## config.mk

```make
export PLATFORM = sky130hd
export DESIGN_NAME = nts_cookie_unwrap_sequencer
export DESIGN_NICKNAME = d
export VERILOG_FILES = /design/src/rtl/nts_cookie_pkg.sv /design/src/rtl/nts_key_store.sv /design/src/rtl/nts_cookie_unwrap_sequencer.sv
export SDC_FILE = /design/constraint.sdc
export NUM_CORES = 2
export LEC_CHECK = 0
export CELL_PAD_IN_SITES_DETAIL_PLACEMENT = 1
export CELL_PAD_IN_SITES_GLOBAL_PLACEMENT = 2
export CORE_ASPECT_RATIO = 1.2
export CORE_MARGIN = 2
export CORE_UTILIZATION = 49
export DETAILED_ROUTE_END_ITERATION = 8
export PLACE_DENSITY = 0.91
export SLEW_MARGIN = 20
export SYNTH_ARGS = -nofsm -noshare
export SYNTH_HDL_FRONTEND = slang
export SYNTH_SLANG_ARGS = --single-unit
```

## constraint.sdc

```tcl
create_clock -name i_clk -period 6.8 [get_ports i_clk]
set_clock_uncertainty 0.05 [all_clocks]
set_input_delay 1.36 -clock i_clk [delete_from_list [all_inputs] [get_ports i_clk]]
set_output_delay 1.36 -clock i_clk [all_outputs]
set_load 0.05 [all_outputs]
```

## src/rtl/nts_cookie_pkg.sv

```systemverilog
// rtl/nts_cookie_pkg.sv - shared NTS cookie constants and sequencer state encoding
package nts_cookie_pkg;

    typedef enum logic [2:0] {
        ST_IDLE      = 3'd0,
        ST_LOOKUP    = 3'd1,
        ST_LOAD      = 3'd2,
        ST_START     = 3'd3,
        ST_WAIT_BUSY = 3'd4,
        ST_WAIT_DONE = 3'd5,
        ST_DONE      = 3'd6
    } state_t;

    localparam int          KEY_WORDS          = 16;
    localparam logic [3:0]  KEY_WORD_LAST      = 4'(KEY_WORDS - 1);
    localparam logic [15:0] NTP_TAG_NTS_COOKIE = 16'h0204;

    localparam int NONCE_WORDS = 4;
    localparam int C2S_WORDS   = 8;
    localparam int S2C_WORDS   = 8;
    localparam int TAG_WORDS   = 4;

endpackage

```

## src/rtl/nts_key_store.sv

```systemverilog
// rtl/nts_key_store.sv - master key slot register file with priority key-ID match
module nts_key_store
    import nts_cookie_pkg::*;
#(
    parameter int KEYS = 4,
    parameter int SW   = $clog2(KEYS)
) (
    input  logic          i_clk,
    input  logic          i_areset,
    input  logic          i_we,
    input  logic [SW-1:0] i_wr_slot,
    input  logic [3:0]    i_wr_word,
    input  logic [31:0]   i_wr_data,
    input  logic          i_id_we,
    input  logic [31:0]   i_wr_id,
    input  logic          i_wr_length,
    input  logic          i_wr_valid,
    input  logic [SW-1:0] i_rd_slot,
    input  logic [3:0]    i_rd_word,
    output logic [31:0]   o_rd_data,
    output logic [31:0]   o_rd_id,
    output logic          o_rd_length,
    input  logic [31:0]   i_match_id,
    output logic          o_hit,
    output logic [SW-1:0] o_hit_slot
);

    logic [31:0]     r_words [KEYS][KEY_WORDS];
    logic [31:0]     r_ids   [KEYS];
    logic [KEYS-1:0] r_lens;
    logic [KEYS-1:0] r_valid;

    // Key material is deliberately left unreset; only the valid bits gate use.
    always_ff @(posedge i_clk) begin
        if (i_we)
            r_words[i_wr_slot][i_wr_word] <= i_wr_data;
        if (i_id_we) begin
            r_ids[i_wr_slot]  <= i_wr_id;
            r_lens[i_wr_slot] <= i_wr_length;
        end
    end

    always_ff @(posedge i_clk) begin
        if (i_areset)
            r_valid <= '0;
        else if (i_id_we)
            r_valid[i_wr_slot] <= i_wr_valid;
    end

    assign o_rd_data   = r_words[i_rd_slot][i_rd_word];
    assign o_rd_id     = r_ids[i_rd_slot];
    assign o_rd_length = r_lens[i_rd_slot];

    // Scan from the top so the lowest matching slot is the last to assign.
    always_comb begin
        o_hit      = 1'b0;
        o_hit_slot = '0;
        for (int i = KEYS - 1; i >= 0; i--) begin
            if (r_valid[i] && (r_ids[i] == i_match_id)) begin
                o_hit      = 1'b1;
                o_hit_slot = SW'(i);
            end
        end
    end

endmodule

```

## src/rtl/nts_cookie_unwrap_sequencer.sv

```systemverilog
// rtl/nts_cookie_unwrap_sequencer.sv - key lookup, key streaming and unwrap sequencing for nts_cookie_handler
module nts_cookie_unwrap_sequencer
    import nts_cookie_pkg::*;
#(
    parameter int KEYS         = 4,
    parameter int BUSY_TIMEOUT = 4
) (
    input  logic                    i_clk,
    input  logic                    i_areset,
    input  logic                    i_cfg_we,
    input  logic [$clog2(KEYS)-1:0] i_cfg_slot,
    input  logic [3:0]              i_cfg_word,
    input  logic [31:0]             i_cfg_data,
    input  logic                    i_cfg_id_we,
    input  logic [31:0]             i_cfg_id,
    input  logic                    i_cfg_length,
    input  logic                    i_cfg_valid,
    output logic                    o_cfg_ready,
    input  logic                    i_req_valid,
    input  logic [31:0]             i_req_keyid,
    output logic                    o_req_ready,
    output logic                    o_done,
    output logic                    o_key_found,
    output logic                    o_tag_ok,
    output logic                    o_timeout,
    output logic [3:0]              o_key_word,
    output logic                    o_key_valid,
    output logic                    o_key_length,
    output logic [31:0]             o_key_data,
    output logic [31:0]             o_key_id,
    output logic                    o_op_unwrap,
    input  logic                    i_busy,
    input  logic                    i_unwrap_tag_ok
);

    localparam int SW = $clog2(KEYS);
    localparam int TW = $clog2(BUSY_TIMEOUT + 1);

    state_t        r_state;
    logic [31:0]   r_req_id;
    logic [SW-1:0] r_slot;
    logic [3:0]    r_word;
    logic          r_cache_valid;
    logic [SW-1:0] r_cache_slot;
    logic [TW-1:0] r_tmo_cnt;

    logic          w_idle;
    logic          w_cfg_hits_cache;
    logic          w_hit;
    logic [SW-1:0] w_hit_slot;
    logic [SW-1:0] w_rd_slot;
    logic [3:0]    w_rd_word;
    logic [31:0]   w_rd_data;
    logic [31:0]   w_rd_id;
    logic          w_rd_length;

    assign w_idle      = (r_state == ST_IDLE);
    assign o_cfg_ready = w_idle;
    assign o_req_ready = w_idle;

    assign w_cfg_hits_cache = w_idle && (i_cfg_we || i_cfg_id_we) && (i_cfg_slot == r_cache_slot);

    // Read address looks one word ahead so key outputs can be registered.
    assign w_rd_slot = (r_state == ST_LOOKUP) ? w_hit_slot : r_slot;
    assign w_rd_word = (r_state == ST_LOOKUP) ? KEY_WORD_LAST : (r_word - 4'd1);

    nts_key_store #(.KEYS(KEYS), .SW(SW)) u_key_store (
        .i_clk       (i_clk),
        .i_areset    (i_areset),
        .i_we        (i_cfg_we && w_idle),
        .i_wr_slot   (i_cfg_slot),
        .i_wr_word   (i_cfg_word),
        .i_wr_data   (i_cfg_data),
        .i_id_we     (i_cfg_id_we && w_idle),
        .i_wr_id     (i_cfg_id),
        .i_wr_length (i_cfg_length),
        .i_wr_valid  (i_cfg_valid),
        .i_rd_slot   (w_rd_slot),
        .i_rd_word   (w_rd_word),
        .o_rd_data   (w_rd_data),
        .o_rd_id     (w_rd_id),
        .o_rd_length (w_rd_length),
        .i_match_id  (r_req_id),
        .o_hit       (w_hit),
        .o_hit_slot  (w_hit_slot)
    );

    always_ff @(posedge i_clk) begin
        if (i_areset) begin
            r_state       <= ST_IDLE;
            r_req_id      <= '0;
            r_slot        <= '0;
            r_word        <= '0;
            r_cache_valid <= 1'b0;
            r_cache_slot  <= '0;
            r_tmo_cnt     <= '0;
            o_done        <= 1'b0;
            o_key_found   <= 1'b0;
            o_tag_ok      <= 1'b0;
            o_timeout     <= 1'b0;
            o_key_word    <= '0;
            o_key_valid   <= 1'b0;
            o_key_length  <= 1'b0;
            o_key_data    <= '0;
            o_key_id      <= '0;
            o_op_unwrap   <= 1'b0;
        end else begin
            o_done <= 1'b0;
            if (w_cfg_hits_cache)
                r_cache_valid <= 1'b0;
            case (r_state)
                ST_IDLE: begin
                    if (i_req_valid) begin
                        r_req_id <= i_req_keyid;
                        r_state  <= ST_LOOKUP;
                    end
                end
                ST_LOOKUP: begin
                    if (!w_hit) begin
                        o_done      <= 1'b1;
                        o_key_found <= 1'b0;
                        o_tag_ok    <= 1'b0;
                        o_timeout   <= 1'b0;
                        r_state     <= ST_DONE;
                    end else if (r_cache_valid && (r_cache_slot == w_hit_slot)) begin
                        o_op_unwrap <= 1'b1;
                        r_state     <= ST_START;
                    end else begin
                        r_slot       <= w_hit_slot;
                        r_word       <= KEY_WORD_LAST;
                        o_key_valid  <= 1'b1;
                        o_key_word   <= KEY_WORD_LAST;
                        o_key_data   <= w_rd_data;
                        o_key_id     <= w_rd_id;
                        o_key_length <= w_rd_length;
                        r_state      <= ST_LOAD;
                    end
                end
                ST_LOAD: begin
                    if (r_word == 4'd0) begin
                        o_key_valid   <= 1'b0;
                        o_op_unwrap   <= 1'b1;
                        r_cache_valid <= 1'b1;
                        r_cache_slot  <= r_slot;
                        r_state       <= ST_START;
                    end else begin
                        r_word     <= r_word - 4'd1;
                        o_key_word <= r_word - 4'd1;
                        o_key_data <= w_rd_data;
                    end
                end
                ST_START: begin
                    o_op_unwrap <= 1'b0;
                    r_tmo_cnt   <= '0;
                    r_state     <= ST_WAIT_BUSY;
                end
                ST_WAIT_BUSY: begin
                    if (i_busy) begin
                        r_state <= ST_WAIT_DONE;
                    end else if (r_tmo_cnt == TW'(BUSY_TIMEOUT - 1)) begin
                        // The handler state is unknown after a missed start, so force a reload.
                        o_done        <= 1'b1;
                        o_key_found   <= 1'b1;
                        o_tag_ok      <= 1'b0;
                        o_timeout     <= 1'b1;
                        r_cache_valid <= 1'b0;
                        r_state       <= ST_DONE;
                    end else begin
                        r_tmo_cnt <= r_tmo_cnt + TW'(1);
                    end
                end
                ST_WAIT_DONE: begin
                    if (!i_busy) begin
                        o_done      <= 1'b1;
                        o_key_found <= 1'b1;
                        o_tag_ok    <= i_unwrap_tag_ok;
                        o_timeout   <= 1'b0;
                        r_state     <= ST_DONE;
                    end
                end
                ST_DONE: r_state <= ST_IDLE;
                default: r_state <= ST_IDLE;
            endcase
        end
    end

endmodule
```

==> flow_summary.yaml <==
detailed_routing:
  route.detailed.wl_per_inst_um: 40.6
  postRouteAntennaNets: 0
  drcViolationCount: 0
  dr.pass1.iters: 8
  vias: 63700
  via_per_inst: 7.11
  drtIter0Drc: 10200
  wl_mm: 364
clock_network:
  postCtsHoldBufs: 0
  clk_pin_slew_ps: 70
  cts_tree: "built"
  htree_levels: 4
  clk_path_buf_depth: 3
  postCtsSetupBuffers: 0
  insertion_delay_ps: 910
  clkSinkCount: 2302
  cts_resized: 0
  cts-root-buf: "clkbuf_16"
  cts_buffers: 216
timing:
  slew_viol_final: 0
  fin_crit_ps: 5690
  slew-limit-headroom: 0.179
  hold_viol: 0
  finalSetupTns_ps: 0
  hold_slack_ps: 406
  worstMarginPinSlew_ps: 1230
  setup_violations: 0
  min_period_over_period: 0.837
  grt_setup_unrepaired: "no"
  fmax_ghz: 0.176
yosys:
  synth-simple-area-share: 0.0667
  ys_async_sr_fraction: 0
  ys_types: 80
  ys.flop_type: "edfxtp_1"
  syn_area_per_cell_um2: 14.9
  netlist_area_mm2: 0.0909
  yosysTopAreaCell: "edfxtp_1"
  synthCells: 6109
  synthAdderAreaFrac: 0.000413
  synth_top_family_by_area: "compound AO/OA/AOI/OAI gates"
  synth_seq_area_share: 0.747
  yosys_warnings: 0
  yosys.area_share.xor_xnor: 0.0130
  synth_area_leaders: "edfxtp_1 (72%), mux2i_1 (4.4%), nand2_1 (3.9%)"
  synth_nets: 6223
  synth-edff-count: 2180
  synth_top_area_frac: 0.720
  synth-compound-area-share: 0.0971
  muxShareOfSynthArea: 0.0561
  ys_ff_latch: 2302
power_and_ir_drop:
  p_leak_nw: 33.8
  p_per_area_mw_per_mm2: 365
  vdd_drop_max_v: 0.000379
worst_setup_path:
  crit_arrival_ps: 6430
  worstSetupEndpointType: "flip-flop"
  crit_chain: "xor2_1 > nor4_1 > nand2_1 > or4_1 > a211oi_4 > a21o_4 > buf_4 > buf_4 > nand2_1 > and3_1 > a211oi_1 > o221ai_1 > a311oi_1"
  slowest_delay_ps: 690
  cp_max_fo: 34
  slowest_stage: "a21o_4"
  worstSetupPathType: "flip-flop to flip-flop"
  cp.required_ps: 7540
  cp-start-kind: "flip-flop"
grt:
  grt-ovfl-total: 0
  grt_pass1_wl_mm: 498
  grt_start_max_net_pins: 110
  grt_pass1_vias: 64600
  track_usage: 0.378
  antenna_found_initial: 27
layout:
  finish.utilization: 0.560
  drive_above_1_share: 0.114
  mostFrequentLayoutCell: "edfxtp_1"
  nets: 6425
  final_cell_mix: "edfxtp_1 (2180), nand2_1 (920), a21oi_1 (552)"
  syn_to_final_growth_pct: 13.9
outcome:
  status: "finished, final reports clean"
floorplan:
  fp.dieH_um: 476
  initial_utilization: 0.492
  die-area_mm2: 0.189
  chipWidth_um: 397
  core-area_mm2: 0.185
  boundaryPins: 188
  rows: 173
hold_path:
  min_path_type: "flip-flop to flip-flop"
place:
  place_congestion: 0.926
  dp_hpwl_mm: 212
  port_buffers: 187
job:
  cap_viol_max_count: 0
[metrics by stage]
step                worst slack [ps]  cell area [µm²]  instances  power (mW)
global placement                1230            96500       8538        25.1
CTS                             1030           103000       8938        37.3
finish                          1110           104000       8961        37.8
floorplan                       2330            90900       6109        20.9
global route                    1000           104000       8948        38.3
detailed placement              1150            96600       8540        25.4
[cells by family after synthesis]
group / Yosys count
AO/OA/AOI/OAI: 1345
buffers and inverters: 429
AND/OR/NAND/NOR: 1421
adder cells (fa/ha/maj): 3
flip-flops: 2302
XOR/XNOR: 135
multiplexers: 474
[where the power goes]
part | leakage, nW | total [mW] | internal, mW | switching (mW)
Clock | 3.35 | 12.1 | 6.60 | 5.47
Combinational | 9.81 | 9.65 | 2.54 | 7.10
Sequential | 20.6 | 16.1 | 15.8 | 0.337
[worst max-delay path, delay by kind of cell (launching register included)]
kind	cells	cell delay, ps
AO/OA/AOI/OAI	5	2100
AND/OR/NAND/NOR	5	1680
buffers and inverters	2	1100
flip-flops	1	420
XOR/XNOR	1	180
[metal layers]
layer	wire [µm]	track usage	vias up
met5	171	0	-
met2	164000	0.585	5983
met4	32300	0.287	26
met3	49200	0.107	1753
li1	-	-	24100
met1	118000	0.451	31900
[path summary, 6_finish.rpt]
| kind | slack, ps | from | endpoint | depth (start not counted) |
|---|---|---|---|---|
| worst max-delay path | 1110 | u_key_store.r_ids[2][7] | o_key_data[18] | 13 |
| worst min-delay path | 410 | o_key_id[4] | o_key_id[4] | 2 |
| worst max register to register | 1110 | u_key_store.r_ids[2][7] | o_key_data[18] | 13 |
| worst min register to register | 410 | o_key_id[4] | o_key_id[4] | 2 |
[synthesized netlist by cell type (49+ instances only)]
cell      count
edfxtp_1   2180
nand2_1     934
a21oi_1     554
mux2i_1     400
clkbuf_1    274
nor2_1      165
o21ai_0     143
dfxtp_1     122
xor2_1      120
a221oi_1     94
o22ai_1      93
nand3_1      78
buf_2        73
nor4_1       65
o221ai_1     58
mux2_2       51
buf_1        49
[layout make-up]
| class | count | area (µm²) |
|---|---|---|
| diodes | 20 | 50.0 |
| clock buffers | 290 | 5850 |
| clock inverters | 108 | 1010 |
| fillers | 17300 | 81300 |
| inverters | 9 | 33.8 |
| multi-input cells | 3378 | 21900 |
| flip-flops and latches | 2302 | 67900 |
| well taps | 2450 | 3070 |
| repair buffers | 404 | 3720 |
[sequential cells by signal, indices dropped and copies added (netlist names)]
name	cells
r_slot	2
r_cache_slot	2
r_word	4
r_state	3
u_key_store.r_words	2048
o_key_valid	1
o_timeout	1
r_tmo_cnt	3
o_key_data	32
u_key_store.r_lens	4
o_key_id	32
o_key_length	1
o_done	1
u_key_store.r_valid	4
o_tag_ok	1
r_cache_valid	1
o_op_unwrap	1
r_req_id	32
u_key_store.r_ids	128
o_key_found	1
No activity file was read; power rests on OpenSTA's default activity.
